$ cat src/rtl/key_evt_pkg.sv
// Shared definitions for the key event detector: FSM state encoding and
// default timing constants for a 50 MHz system clock.
package key_evt_pkg;

   typedef enum logic [2:0] {
      IDLE      = 3'd0,
      PRESS1    = 3'd1,
      WAIT2     = 3'd2,
      PRESS2    = 3'd3,
      LONG_HOLD = 3'd4
   } key_state_e;

   // 1 s hold for a long press, 300 ms max release gap for a double press
   localparam int unsigned DEF_LONG_CNT = 50_000_000;
   localparam int unsigned DEF_DBL_CNT  = 15_000_000;
   localparam int          DEF_CNT_W    = 32;

endpackage : key_evt_pkg

$ cat src/rtl/key_event_detector.sv
// Classifies debounced key activity (active-low key) into single, double and
// long press events, each reported as a registered one-cycle pulse.
module key_event_detector
   import key_evt_pkg::*;
#(
   parameter int unsigned LONG_CNT = DEF_LONG_CNT,
   parameter int unsigned DBL_CNT  = DEF_DBL_CNT,
   parameter int          CNT_W    = DEF_CNT_W
) (
   input  logic sys_clk,
   input  logic sys_rst_n,
   input  logic key_flag,
   input  logic key_value,
   output logic single_press,
   output logic double_press,
   output logic long_press,
   output logic busy
);

   localparam logic [CNT_W-1:0] LONG_LAST = CNT_W'(LONG_CNT - 1);
   localparam logic [CNT_W-1:0] DBL_LAST  = CNT_W'(DBL_CNT - 1);

   key_state_e       r_state;
   logic [CNT_W-1:0] r_timer;
   logic             r_single;
   logic             r_double;
   logic             r_long;
   logic             r_busy;

   key_state_e       w_state_nxt;
   logic [CNT_W-1:0] w_timer_nxt;
   logic             w_single_nxt;
   logic             w_double_nxt;
   logic             w_long_nxt;
   logic             w_press_ev;
   logic             w_rel_ev;

   assign w_press_ev = key_flag & ~key_value;
   assign w_rel_ev   = key_flag &  key_value;

   // NOTE: every always_comb output gets a default first so no path leaves it
   // unassigned, which would otherwise infer a latch.
   always_comb begin
      w_state_nxt  = r_state;
      w_single_nxt = 1'b0;
      w_double_nxt = 1'b0;
      w_long_nxt   = 1'b0;

      // Key events are tested before timeouts so an event arriving in the
      // timeout cycle takes precedence.
      case (r_state)
         IDLE: begin
            if (w_press_ev) w_state_nxt = PRESS1;
         end
         PRESS1: begin
            if (w_rel_ev) begin
               w_state_nxt = WAIT2;
            end else if (r_timer == LONG_LAST) begin
               w_state_nxt = LONG_HOLD;
               w_long_nxt  = 1'b1;
            end
         end
         WAIT2: begin
            if (w_press_ev) begin
               w_state_nxt = PRESS2;
            end else if (r_timer == DBL_LAST) begin
               w_state_nxt  = IDLE;
               w_single_nxt = 1'b1;
            end
         end
         PRESS2: begin
            if (w_rel_ev) begin
               w_state_nxt  = IDLE;
               w_double_nxt = 1'b1;
            end
         end
         LONG_HOLD: begin
            if (w_rel_ev) w_state_nxt = IDLE;
         end
         default: w_state_nxt = IDLE;
      endcase

      if (w_state_nxt != r_state) begin
         w_timer_nxt = '0;
      end else if (r_state == PRESS1 || r_state == WAIT2) begin
         w_timer_nxt = r_timer + CNT_W'(1);
      end else begin
         w_timer_nxt = '0;
      end
   end

   // NOTE: sequential state uses non-blocking assignments so all registers
   // update together from values sampled at the same edge.
   always_ff @(posedge sys_clk) begin
      if (!sys_rst_n) begin
         r_state  <= IDLE;
         r_timer  <= '0;
         r_single <= 1'b0;
         r_double <= 1'b0;
         r_long   <= 1'b0;
         r_busy   <= 1'b0;
      end else begin
         r_state  <= w_state_nxt;
         r_timer  <= w_timer_nxt;
         r_single <= w_single_nxt;
         r_double <= w_double_nxt;
         r_long   <= w_long_nxt;
         r_busy   <= (w_state_nxt != IDLE);
      end
   end

   assign single_press = r_single;
   assign double_press = r_double;
   assign long_press   = r_long;
   assign busy         = r_busy;

endmodule : key_event_detector

$ cat config.mk
export PLATFORM = sky130hd
export DESIGN_NAME = key_event_detector
export DESIGN_NICKNAME = d
export VERILOG_FILES = /design/src/rtl/key_evt_pkg.sv /design/src/rtl/key_event_detector.sv
export SDC_FILE = /design/constraint.sdc
export NUM_CORES = 1
export LEC_CHECK = 0
export CORE_MARGIN = 5
export CORE_UTILIZATION = 40
export CTS_BUF_LIST = sky130_fd_sc_hd__clkbuf_4 sky130_fd_sc_hd__clkbuf_8
export CTS_CLUSTER_SIZE = 24
export DETAILED_ROUTE_END_ITERATION = 16
export SLEW_MARGIN = 5
export SYNTH_ARGS = -nofsm -noshare
export SYNTH_HDL_FRONTEND = slang
export SYNTH_SLANG_ARGS = --single-unit
$ cat constraint.sdc
create_clock -name sys_clk -period 1.8 [get_ports sys_clk]
set_input_delay 0.36 -clock sys_clk [delete_from_list [all_inputs] [get_ports sys_clk]]
set_output_delay 0.36 -clock sys_clk [all_outputs]
set_load 0.05 [all_outputs]
-- Yosys cells after proc, flatten, opt, wreduce, memory -nomap -nowiden
Index checks and enable logic that the tools add are counted.
- bits of input ports: 4
- output and inout bits: 4
- bits in registers: 39
- bitwise operators: 7
- equality and inequality tests: 7
- reductions and logical operators: 8
- add/subtract/negate cells: 1
- mux-type cells: 10
- operators with widths (cell ; number):
    adder 32 x 1 -> 32 bit, second input constant ; 1
    equality test 32 x 24 -> 1 bit, second input constant ; 1
    equality test 32 x 26 -> 1 bit, second input constant ; 1
    two-way mux 3 bit ; 6
    case mux 3 bit (4 select lines) ; 1
    OR reduction 3 bit ; 3
    equality test 3 x 2 -> 1 bit, second input constant ; 2
    inverter 1 bit ; 5
    equality test 3 x 1 -> 1 bit, second input constant ; 1
    equality test 3 bit, second input constant ; 1
    logical NOT 3 bit ; 1
    two-way mux 1 bit ; 3
    inequality test 3 bit ; 1
    nonzero test 3 bit ; 1
    AND 1 bit ; 2
    AND reduction 2 bit ; 1
    OR reduction 2 bit ; 1
    logical OR 1 bit ; 1

-- Depth between registers and ports, before layout
Gate-level depths: netlist of run 1.
- word-level depth: 6
- gate-level depth with buffers: 7

-- Worst setup path after synthesis of run 1
No wires, ideal clock.
- path type: flip-flop to flip-flop
- start: reg r_state[1]
- end: reg r_timer[5]
- path slack: -0.013 ns
- data arrival time: 1.691 ns
- setup time: 0.122 ns
- cell stages (with the launch flop): 8
- data required time: 1.678 ns
- clock period less this slack: 1.813 ns
- path through: dfxtp_1 > buf_2 > nand4bb_1 > or4_4 > a21boi_1 > o21ai_2 > buf_4 > a21oi_1
- cells in the longest elaborated chain, start to end: 5
- elaborated cells on any way between the ends: 17
- RTL lines (what ; line ; source):
    start: declaration ; key_event_detector.sv:23 ; key_state_e r_state;
    start signal: assignment ; key_event_detector.sv:103 ; r_state <= w_state_nxt;
    equality test 3 bit (tied with other cells) ; key_event_detector.sv:51 ; case (r_state)
    OR reduction 2 bit (no line) (tied with other cells) ; -- ;
    case mux 3 bit (4 select lines) ; key_event_detector.sv:51 ;
    inequality test 3 bit ; key_event_detector.sv:83 ; if (w_state_nxt != r_state) begin
    OR reduction 3 bit (no line) * ; -- ;
    end signal: assignment ; key_event_detector.sv:104 ; r_timer <= w_timer_nxt;
    end: declaration ; key_event_detector.sv:24 ; logic [CNT_W-1:0] r_timer;
Every way passes the cells marked *; elsewhere a longest branch is shown, timed or not.
A chain may end at the register's enable or synchronous reset.

-- Worst setup path in the final report of run 1
- start: reg r_timer[18]
- end: reg r_timer[15]
- cells in the longest elaborated chain, start to end: 6
- elaborated cells on any way between the ends: 9
- RTL lines (what ; line):
    equality test 32 x 24 -> 1 bit / equality test 32 x 26 -> 1 bit (equally long branches) ; key_event_detector.sv:66, key_event_detector.sv:58
    two-way mux 3 bit, on equally long branches ; key_event_detector.sv:66, key_event_detector.sv:58
    two-way mux 3 bit, on equally long branches ; key_event_detector.sv:64, key_event_detector.sv:56
    case mux 3 bit (4 select lines) * ; key_event_detector.sv:51
    inequality test 3 bit * ; key_event_detector.sv:83
    OR reduction 3 bit (no line) * ; --
Marks and branches as above.

==> flow_summary_export.csv, run 1 <==
group,metric,value,unit
layout,nets,283,
sta,rsz0062_at_grt,"true",
pwr,cellPowerDensity,594,mW/mm2
synth,synthesis.nets,225,
floorplanning,start_util,40.6,%
synth,ys_seq_area_share,41.2,%
floorplanning,dieArea,0.00621,mm2
synth,yosys.area.top_type_share,41.2,%
synth,synthTopCellsByArea,"dfxtp_1 41%, xor2_1 7.9%, nor2_1 6.7%",
cts,clk_latency,290,ps
sta,setup_ws,12.6,ps
placement,gp_congestion,0.879,
sta,drv_slew,0,
floorplanning,design.core.area,0.00466,mm2
floorplanning,die_w,78.8,um
routing,wl,4300,um
routing,route.detailed.drc,0,
synth,synth_seq_cells,39,
setup_path,r2r-start,"r_timer[18]$_SDFF_PP0_",
placement,place_area,0.00232,mm2
setup_path,rrSetupSlack,10,ps
floorplanning,ioPinCount,8,
cts,path_clk_slew,70,ps
layout,final_cells,333,
worst_hold_path,hold_path_end,"r_timer[31]$_SDFF_PP0_",
synth,dominantRegCellSynth,"dfxtp_1",
synth,synthCells,220,
floorplanning,core.rowCount,25,
pwr,pwr-share-seq,56.1,%
cts,ctsRootBufferMaster,"clkbuf_8",
synth,yosys.area.top_type,"dfxtp_1",
pwr,clkPwrFrac,38.7,%
routing,dr.pass1.iters,4,
routing,ant_nets,0,
routing,num_vias,1694,
sta,setup_tns,0,ps
layout,final_cell_mix,"49 x buf_4, 30 x dfxtp_1, 25 x nor2_1",
sta,setup_viol,0,
cts,hold_buffers,0,
worst_hold_path,whs_path_depth,2,
placement,dp.cells,318,
job,cap_violations,0,
sta,period_share,99.3,%
layout,design_area,0.00261,mm2
global_routing,grt_start_max_net_pins,17,
cts,cts.sinks,39,
setup_path,endpoint_kind,"register",
sta,hold_viol_final,0,
placement,hpwl,3140,um
sta,tightestPinTransition,491,ps
worst_hold_path,worstHoldStart,"r_timer[31]$_SDFF_PP0_",
pwr,total_power,1.55,mW
setup_path,worstSetupPathType,"register to register",
synth,synth_edf_count,0,
pwr,combPwrFrac,5.2,%
run_status,outcome,"completed",
pwr,max-vdd-ir-drop,0.369,mV
setup_path,r2r-end,"r_timer[15]$_SDFF_PP0_",
sta,max-slew-margin-rel,67.2,%
sta,min_period,1790,ps
synth,synth_area_per_cell,8.60,um2
setup_path,worst_ep_required_time,1980,ps
synth,async_reset_ff_share,0,%
layout,drive_above_1_share,35.8,%
global_routing,grt_pass1_vias,1638,
cts,cts.path.max_buffers,2,
cts,cts_tree,"done",
cts,numCtsBuffers,5,
global_routing,grt_pass1_wl,7390,um
global_routing,antenna_found_initial,0,
sta,max_freq,0.559,GHz
routing,via_per_inst,5.09,
global_routing,track_usage,14.9,%
pwr,power.internal,1.21,mW
sta,finalClockSkew,4.08,ps
worst_hold_path,hp-class,"register to register",
layout,area_delta_synth_final,37.7,%
setup_path,cp.arrival,1970,ps
pwr,netSwitchingFraction,22.0,%
setup_path,startpoint_type,"register",
placement,place_ws,-252,ps
global_routing,grt_overflow,0,
routing,drt_iter0_drc,53,
synth,syn_area,0.00189,mm2
pwr,leakage,0.959,nW
routing,avgRoutedWirePerCell,12.9,um
synth,yosys_warnings,0,
layout,diodes,0,
setup_path,crit_fanout,8,
synth,synth_cell_types,39,
floorplanning,fp.dieH,78.8,um
setup_path,reg2reg_depth,7,
pwr,switchingPower,0.341,mW
cts,htreeDepth,2,
placement,portBuffers,7,
layout,layout_commonest_cell,"buf_4",
[state kept, by name, indices dropped and copies added, names as in the netlist]
signal        count
busy              1
single_press      1
long_press        1
r_state           3
double_press      1
r_timer          32
[worst max-delay path, cell delays in order, from the launching register on]
cell and delay [ps]:
dfxtp_2 320, nand4bb_1 200, or4_4 500, a21boi_4 160, o21ai_4 190, buf_6 140
buf_12 130, nor2_1 40
[power by group through the flow]
stage          logic, mW  registers, mW  clock network, mW
2_1_floorplan     0.0341          0.894                  0
3_3_place_gp      0.0671          0.889                  0
3_5_place_dp      0.0669          0.889                  0
4_1_cts           0.0742          0.869              0.622
5_1_grt           0.0885          0.869              0.666
6_report          0.0809          0.869              0.598
[logic make-up (layout without fill, tap and decap cells)]
logic type               count (synthesis)  count (layout)  share of synthesized area, %
XOR/XNOR                                25              25                          11.6
AO/OA/AOI/OAI                           24              24                          8.06
flip-flops                              39              39                          41.2
buffers and inverters                   11              70                          2.91
AND/OR/NAND/NOR                        120             120                          35.6
adder cells (fa/ha/maj)                  1               1                         0.661
[synthesized netlist by cell type, types with 5 or more instances]
cell / number
xor2_1: 17
nand2_1: 17
xnor2_1: 8
a21oi_1: 6
inv_1: 5
nand4_1: 9
dfxtp_1: 39
nor2_1: 34
o21ai_0: 7
nor3_1: 7
nand3_1: 14
or3_1: 6
[final cells by class]
cell class              count  area (um2)
clock inverters             1        5.00
multi-input cells         170        1170
flip-flops and latches     39         792
repair buffers             57         474
clock buffers               7        83.8
fillers                   436        2050
well taps                  54        67.6
inverters                   5        18.8
[layer usage]
| layer | track usage [%] | part of all wire (%) |
|---|---|---|
| met5 | 0 | 0 |
| met4 | 4.55 | 0.77 |
| met3 | 4.08 | 2.3 |
| met2 | 24.6 | 49 |
| met1 | 18.9 | 48 |
[how the worst max path moves through the flow]
stage / cells past startpoint / startpoint / to
after floorplan: 7 / r_state[1]$_SDFF_PN0_ / r_timer[5]$_SDFF_PP0_
after global placement: 7 / key_value / r_timer[6]$_SDFF_PP0_
after detailed placement: 7 / key_value / r_timer[14]$_SDFF_PP0_
after CTS: 7 / r_state[1]$_SDFF_PN0_ / r_timer[14]$_SDFF_PP0_
after global routing: 7 / r_timer[18]$_SDFF_PP0_ / r_timer[16]$_SDFF_PP0_
final: 7 / r_timer[18]$_SDFF_PP0_ / r_timer[15]$_SDFF_PP0_
[per-stage QoR]
| stage | hold slack, ps | util [%] |
|---|---|---|
| after floorplan | 425 | - |
| after global placement | 481 | 49.8 |
| after detailed placement | 482 | 49.8 |
| after CTS | 496 | 53.0 |
| after global routing | 547 | 55.9 |
| final | 523 | 55.9 |
[timing repair]
item                       CTS  global route
setup buffers                3             3
cloned                       1             0
resized for setup            9            32
pin swaps                    3            14
setup endpoints to repair   21            34
Note: power is estimated with default switching activity, not from simulation.
==> inputs of run 2 (changes only) <==
--- a/config.mk
+++ b/config.mk
@@ -5,7 +5,6 @@
 export SDC_FILE = /design/constraint.sdc
 export NUM_CORES = 1
 export LEC_CHECK = 0
-export CORE_MARGIN = 5
 export CORE_UTILIZATION = 40
 export CTS_BUF_LIST = sky130_fd_sc_hd__clkbuf_4 sky130_fd_sc_hd__clkbuf_8
 export CTS_CLUSTER_SIZE = 24
==> run 2 against run 1 <==
Net effect: the flow now finishes with violations (setup timing); final area grew 4.3%; maximum frequency shrank 2.3%; power shrank 0.25%; cell count grew 1.5%; die area shrank 19%; register-to-register slack lost 40 ps; setup slack lost 43 ps; sequential cell count is the same; sequential power is essentially flat; non-clock buffer count grew 6; clock skew grew 1.5 ps; critical endpoint is now r_timer[23]$_SDFF_PP0_.
==> flow_summary_export.csv, run 2 (synthesis results as in run 1) <==
group,metric,value,unit
run_status,outcome,"finished, violations left",
run_status,failed_checks,"setup timing",
layout,multi_input_area,0.00120,mm2
layout,layout_commonest_cell,"buf_4",
pwr,clkPwrFrac,37.6,%
global_routing,grt_start_max_net_pins,17,
routing,via_per_inst,5.28,
sta,tightestPinTransition,493,ps
global_routing,grt_pass1_vias,1690,
pwr,combPwrFrac,6.2,%
layout,nets,290,
layout,final_cells,338,
sta,period_share,102,%
floorplanning,core.rowCount,24,
cts,cts.path.max_buffers,2,
placement,dp.cells,317,
floorplanning,design.core.area,0.00444,mm2
sta,min_period,1830,ps
worst_hold_path,hp-class,"register to register",
sta,setup_tns,-34.7,ps
pwr,leakage,0.984,nW
sta,finalClockSkew,5.63,ps
cts,numCtsBuffers,5,
sta,rsz0062_at_grt,"true",
layout,top_register,"r_timer",
layout,area_delta_synth_final,43.6,%
pwr,pwr-share-seq,56.2,%
floorplanning,ioPinCount,8,
sta,max-slew-margin-rel,67.0,%
global_routing,grt_overflow,0,
global_routing,track_usage,18.6,%
setup_path,worstSetupPathType,"register to register",
floorplanning,fp.dieH,70.8,um
sta,max_freq,0.546,GHz
cts,ctsRootBufferMaster,"clkbuf_8",
pwr,cellPowerDensity,568,mW/mm2
setup_path,rrSetupSlack,-30,ps
layout,final_cell_mix,"51 x buf_4, 30 x dfxtp_1, 21 x nor2_1",
floorplanning,die_w,70.8,um
global_routing,antenna_found_initial,0,
routing,ant_nets,0,
setup_path,cp.arrival,2020,ps
cts,htreeDepth,2,
pwr,total_power,1.54,mW
sta,drv_slew,0,
global_routing,grt_pass1_wl,7400,um
floorplanning,start_util,42.6,%
cts,cts.sinks,39,
placement,portBuffers,7,
routing,num_vias,1785,
pwr,netSwitchingFraction,23.9,%
cts,path_clk_slew,80,ps
setup_path,endpoint_kind,"register",
routing,drt_iter0_drc,81,
setup_path,startpoint_type,"register",
layout,reg.largest.list,"r_timer: 32 flops, r_state: 3 flops",
routing,avgRoutedWirePerCell,14.0,um
floorplanning,dieArea,0.00501,mm2
cts,clk_latency,290,ps
placement,gp_congestion,0.750,
layout,diodes,0,
setup_path,crit_fanout,8,
setup_path,worst_ep_required_time,1990,ps
pwr,power.internal,1.18,mW
routing,wl,4730,um
cts,hold_buffers,0,
layout,seqCellArea,795,um2
sta,setup_viol,3,
pwr,switchingPower,0.368,mW
layout,largest_reg_flops,32,
routing,dr.pass1.iters,4,
job,cap_violations,0,
placement,hpwl,3010,um
routing,route.detailed.drc,0,
layout,drive_above_1_share,37.8,%
sta,setup_ws,-30.3,ps
cts,cts_tree,"done",
pwr,max-vdd-ir-drop,0.345,mV
layout,fill_cells,397,
sta,hold_viol_final,0,
## run 2: changes by cell type in the layout (fill, tap and decap cells not counted), sizes merged
cell,before,now
clkdlybuf4s50,4,7
buf,53,55
clkinv,1,3
clkbuf,7,6
nand3,18,19
## run 2: cell type report
type / instances / area share (%)
multi-input cells: 171 / 44.3
clock buffers: 5 / 2.53
inverters: 5 / 0.690
repair buffers: 63 / 20.3
well taps: 52 / 2.39
flip-flops and latches: 39 / 29.2
clock inverters: 3 / 0.552
## run 2: worst paths after layout
kind,from,to,cells past startpoint
setup / recovery,r_state[1]$_SDFF_PN0_,r_timer[23]$_SDFF_PP0_,7
hold / removal,r_timer[31]$_SDFF_PP0_,r_timer[31]$_SDFF_PP0_,2
setup reg to reg,r_state[1]$_SDFF_PN0_,r_timer[23]$_SDFF_PP0_,7
hold reg to reg,r_timer[31]$_SDFF_PP0_,r_timer[31]$_SDFF_PP0_,2
## run 2: per-stage QoR
stage / utilization [%] / area (um2) / hold WS (ps) / worst slack (ps)
2_1_floorplan: - / 1890 / 425 / -13.2
3_3_place_gp: 52.5 / 2330 / 484 / -199
3_5_place_dp: 52.5 / 2330 / 492 / -232
4_1_cts: 56.9 / 2530 / 502 / 12.8
5_1_grt: 61.2 / 2720 / 516 / -68.6
6_report: 61.2 / 2720 / 498 / -30.3
## run 2: repair_timing
item / in CTS / in global routing
pin swaps: 9 / 16
endpoints found under the hold margin: 0 / 0
setup endpoints to repair: 23 / 35
resized for setup: 11 / 37
buffers inserted: 4 / 8
gates cloned: 1 / 2
## run 2: power by group through the flow
| stage | Clock (mW) | Combinational, mW | Sequential, mW |
|---|---|---|---|
| 6_report | 0.580 | 0.0960 | 0.867 |
| 5_1_grt | 0.632 | 0.102 | 0.868 |
| 4_1_cts | 0.590 | 0.0812 | 0.868 |
| 3_5_place_dp | 0 | 0.0677 | 0.889 |
| 3_3_place_gp | 0 | 0.0678 | 0.889 |
| 2_1_floorplan | 0 | 0.0341 | 0.894 |
## run 2: metal layers
layer,up-vias,global-route usage [%],wire length [um]
li1,907,-,-
met1,855,23.5,2280
met2,19,31.2,2310
met3,4,4.13,93
met4,0,6.44,45
met5,-,0,0
## run 2: critical path, stage by stage, from the launching register on
cell	delay (ps)
dfxtp_2	330
nand4bb_1	190
or4_4	490
a21boi_4	160
o21ai_4	160
buf_12	150
buf_12	120
o21ba_1	130
==> inputs of run 3 (changes only) <==
==> constraint.sdc (replaced) <==
create_clock -name sys_clk -period 1.9 [get_ports sys_clk]
set_input_delay 0.38 -clock sys_clk [delete_from_list [all_inputs] [get_ports sys_clk]]
set_output_delay 0.38 -clock sys_clk [all_outputs]
set_load 0.05 [all_outputs]
==> run 3 against run 2 <==
Net effect: the flow now finishes without violations; highest routed layer unchanged; largest power group unchanged; utilization fell by 7.2 points; clock-buffer cell count is 1 higher; sequential share of layout area increased by 3.4 points; combinational power shrank 34%; critical endpoint is now r_timer[14]$_SDFF_PP0_.
==> flow_summary_export.csv, run 3 (synthesis results as in run 1) <==
group,metric,value,unit
run_status,outcome,"completed",
sta,setup_ws,99.3,ps
routing,avgRoutedWirePerCell,12.5,um
placement,hpwl,2940,um
floorplanning,die_w,70.8,um
pwr,leakage,0.835,nW
layout,seqCellArea,782,um2
pwr,switchingPower,0.322,mW
cts,cts.path.max_buffers,2,
sta,finalClockSkew,7.03,ps
placement,gp_congestion,0.798,
global_routing,grt_pass1_wl,6670,um
sta,hold_viol_final,0,
setup_path,cp.arrival,1980,ps
global_routing,antenna_found_initial,0,
setup_path,worst_ep_required_time,2080,ps
layout,drive_above_1_share,20.3,%
floorplanning,dieArea,0.00501,mm2
global_routing,grt_overflow,0,
sta,tightestPinTransition,498,ps
layout,layout_commonest_cell,"dfxtp_1",
cts,cts_tree,"done",
pwr,max-vdd-ir-drop,0.535,mV
cts,clk_latency,290,ps
sta,drv_slew,0,
cts,numCtsBuffers,5,
setup_path,worstSetupPathType,"register to register",
routing,ant_nets,0,
routing,drt_iter0_drc,69,
routing,wl,3900,um
layout,nets,265,
floorplanning,ioPinCount,8,
pwr,netSwitchingFraction,18.8,%
floorplanning,core.rowCount,24,
setup_path,startpoint_type,"register",
sta,max_freq,0.555,GHz
global_routing,grt_pass1_vias,1539,
sta,setup_viol,0,
global_routing,grt_start_max_net_pins,17,
sta,max-slew-margin-rel,66.5,%
layout,diodes,0,
pwr,clkPwrFrac,48.1,%
layout,reg.largest.list,"r_timer: 32 flops, r_state: 3 flops",
layout,top_register,"r_timer",
setup_path,crit_buf_inv,1,
layout,area_delta_synth_final,26.7,%
setup_path,slowest_delay,520,ps
setup_path,path_cells,"nand4bb_1, or4_4, a21boi_1, o21ai_2, buf_4, nor2_1",
routing,via_per_inst,5.12,
placement,place_ws,-137,ps
floorplanning,design.core.area,0.00444,mm2
floorplanning,start_util,42.6,%
sta,hold-worst-slack,463,ps
global_routing,track_usage,16.7,%
routing,route.detailed.drc,0,
cts,hold_buffers,0,
cts,path_clk_slew,80,ps
setup_path,critical_path.top_delay_family,"simple AND/OR/NAND/NOR gates",
cts,cts.sinks,39,
layout,largest_reg_flops,32,
pwr,power.internal,1.39,mW
layout,final_cell_mix,"38 x dfxtp_1, 33 x nor2_1, 31 x buf_4",
placement,portBuffers,7,
sta,min_period,1800,ps
cts,ctsRootBufferMaster,"clkbuf_8",
layout,multi_input_area,0.00107,mm2
setup_path,critical_path.slowest_cell,"or4_4",
worst_hold_path,hp-class,"register to register",
pwr,combPwrFrac,3.7,%
setup_path,endpoint_kind,"register",
pwr,cellPowerDensity,713,mW/mm2
pwr,pwr-share-seq,48.1,%
sta,rsz0062_at_grt,"true",
job,cap_violations,0,
routing,dr.pass1.iters,4,
setup_path,crit_fanout,16,
layout,fill_cells,431,
cts,htreeDepth,2,
sta,period_share,94.8,%
routing,num_vias,1601,
floorplanning,fp.dieH,70.8,um
[run 3: repair_timing]
| item | CTS | global route |
|---|---|---|
| buffers inserted | 0 | 2 |
| setup endpoints to repair | 0 | 22 |
| resized for setup | 0 | 4 |
[run 3: layer usage]
layer  global-route usage [%]  wire [um]  vias up
met1                     21.1       1970      731
met3                     3.85         97        6
met5                        0          0        -
li1                         -          -      851
met2                     28.4       1790       13
met4                     5.33         49        0
[run 3: power by group through the flow]
stage / combinational [mW] / clock [mW] / sequential (mW)
final: 0.0637 / 0.823 / 0.824
after detailed placement: 0.0635 / 0 / 0.843
after floorplan: 0.0323 / 0 / 0.847
after global placement: 0.0633 / 0 / 0.843
after global routing: 0.0696 / 0.886 / 0.824
after CTS: 0.0637 / 0.849 / 0.824
[run 3: worst reg2reg max path, delay by kind of cell, from the launching register on]
| kind | cells | cell delay (ps) |
|---|---|---|
| compound gates | 2 | 360 |
| buf+inv | 1 | 250 |
| flops | 1 | 320 |
| simple gates | 3 | 780 |
[run 3: metrics by stage]
| stage | power [mW] | util [%] | std cells | area, um2 | TNS, ps |
|---|---|---|---|---|---|
| final | 1.71 | 54.0 | 313 | 2400 | 0 |
| after CTS | 1.74 | 53.2 | 311 | 2370 | 0 |
| after global placement | 0.906 | 50.2 | 303 | 2230 | -1180 |
| after global routing | 1.78 | 54.0 | 313 | 2400 | -183 |
| after detailed placement | 0.906 | 50.2 | 303 | 2230 | -2600 |
| after floorplan | 0.879 | - | 220 | 1890 | 0 |
[run 3: final timing paths]
path	start	end	slack (ps)	cells after the start
max	r_state[1]$_SDFF_PN0_	r_timer[14]$_SDFF_PP0_	100	6
min	r_timer[0]$_SDFF_PP0_	r_timer[0]$_SDFF_PP0_	460	1
max reg2reg	r_state[1]$_SDFF_PN0_	r_timer[14]$_SDFF_PP0_	100	6
min reg2reg	r_timer[0]$_SDFF_PP0_	r_timer[0]$_SDFF_PP0_	460	1
[run 3: final cells by class]
class	count	area share (%)
Sequential cell	39	32.6
Timing Repair Buffer	39	13.5
Clock inverter	2	2.50
Inverter	5	0.782
Tap cell	52	2.71
Multi-Input combinational cell	170	44.8
Clock buffer	6	3.18
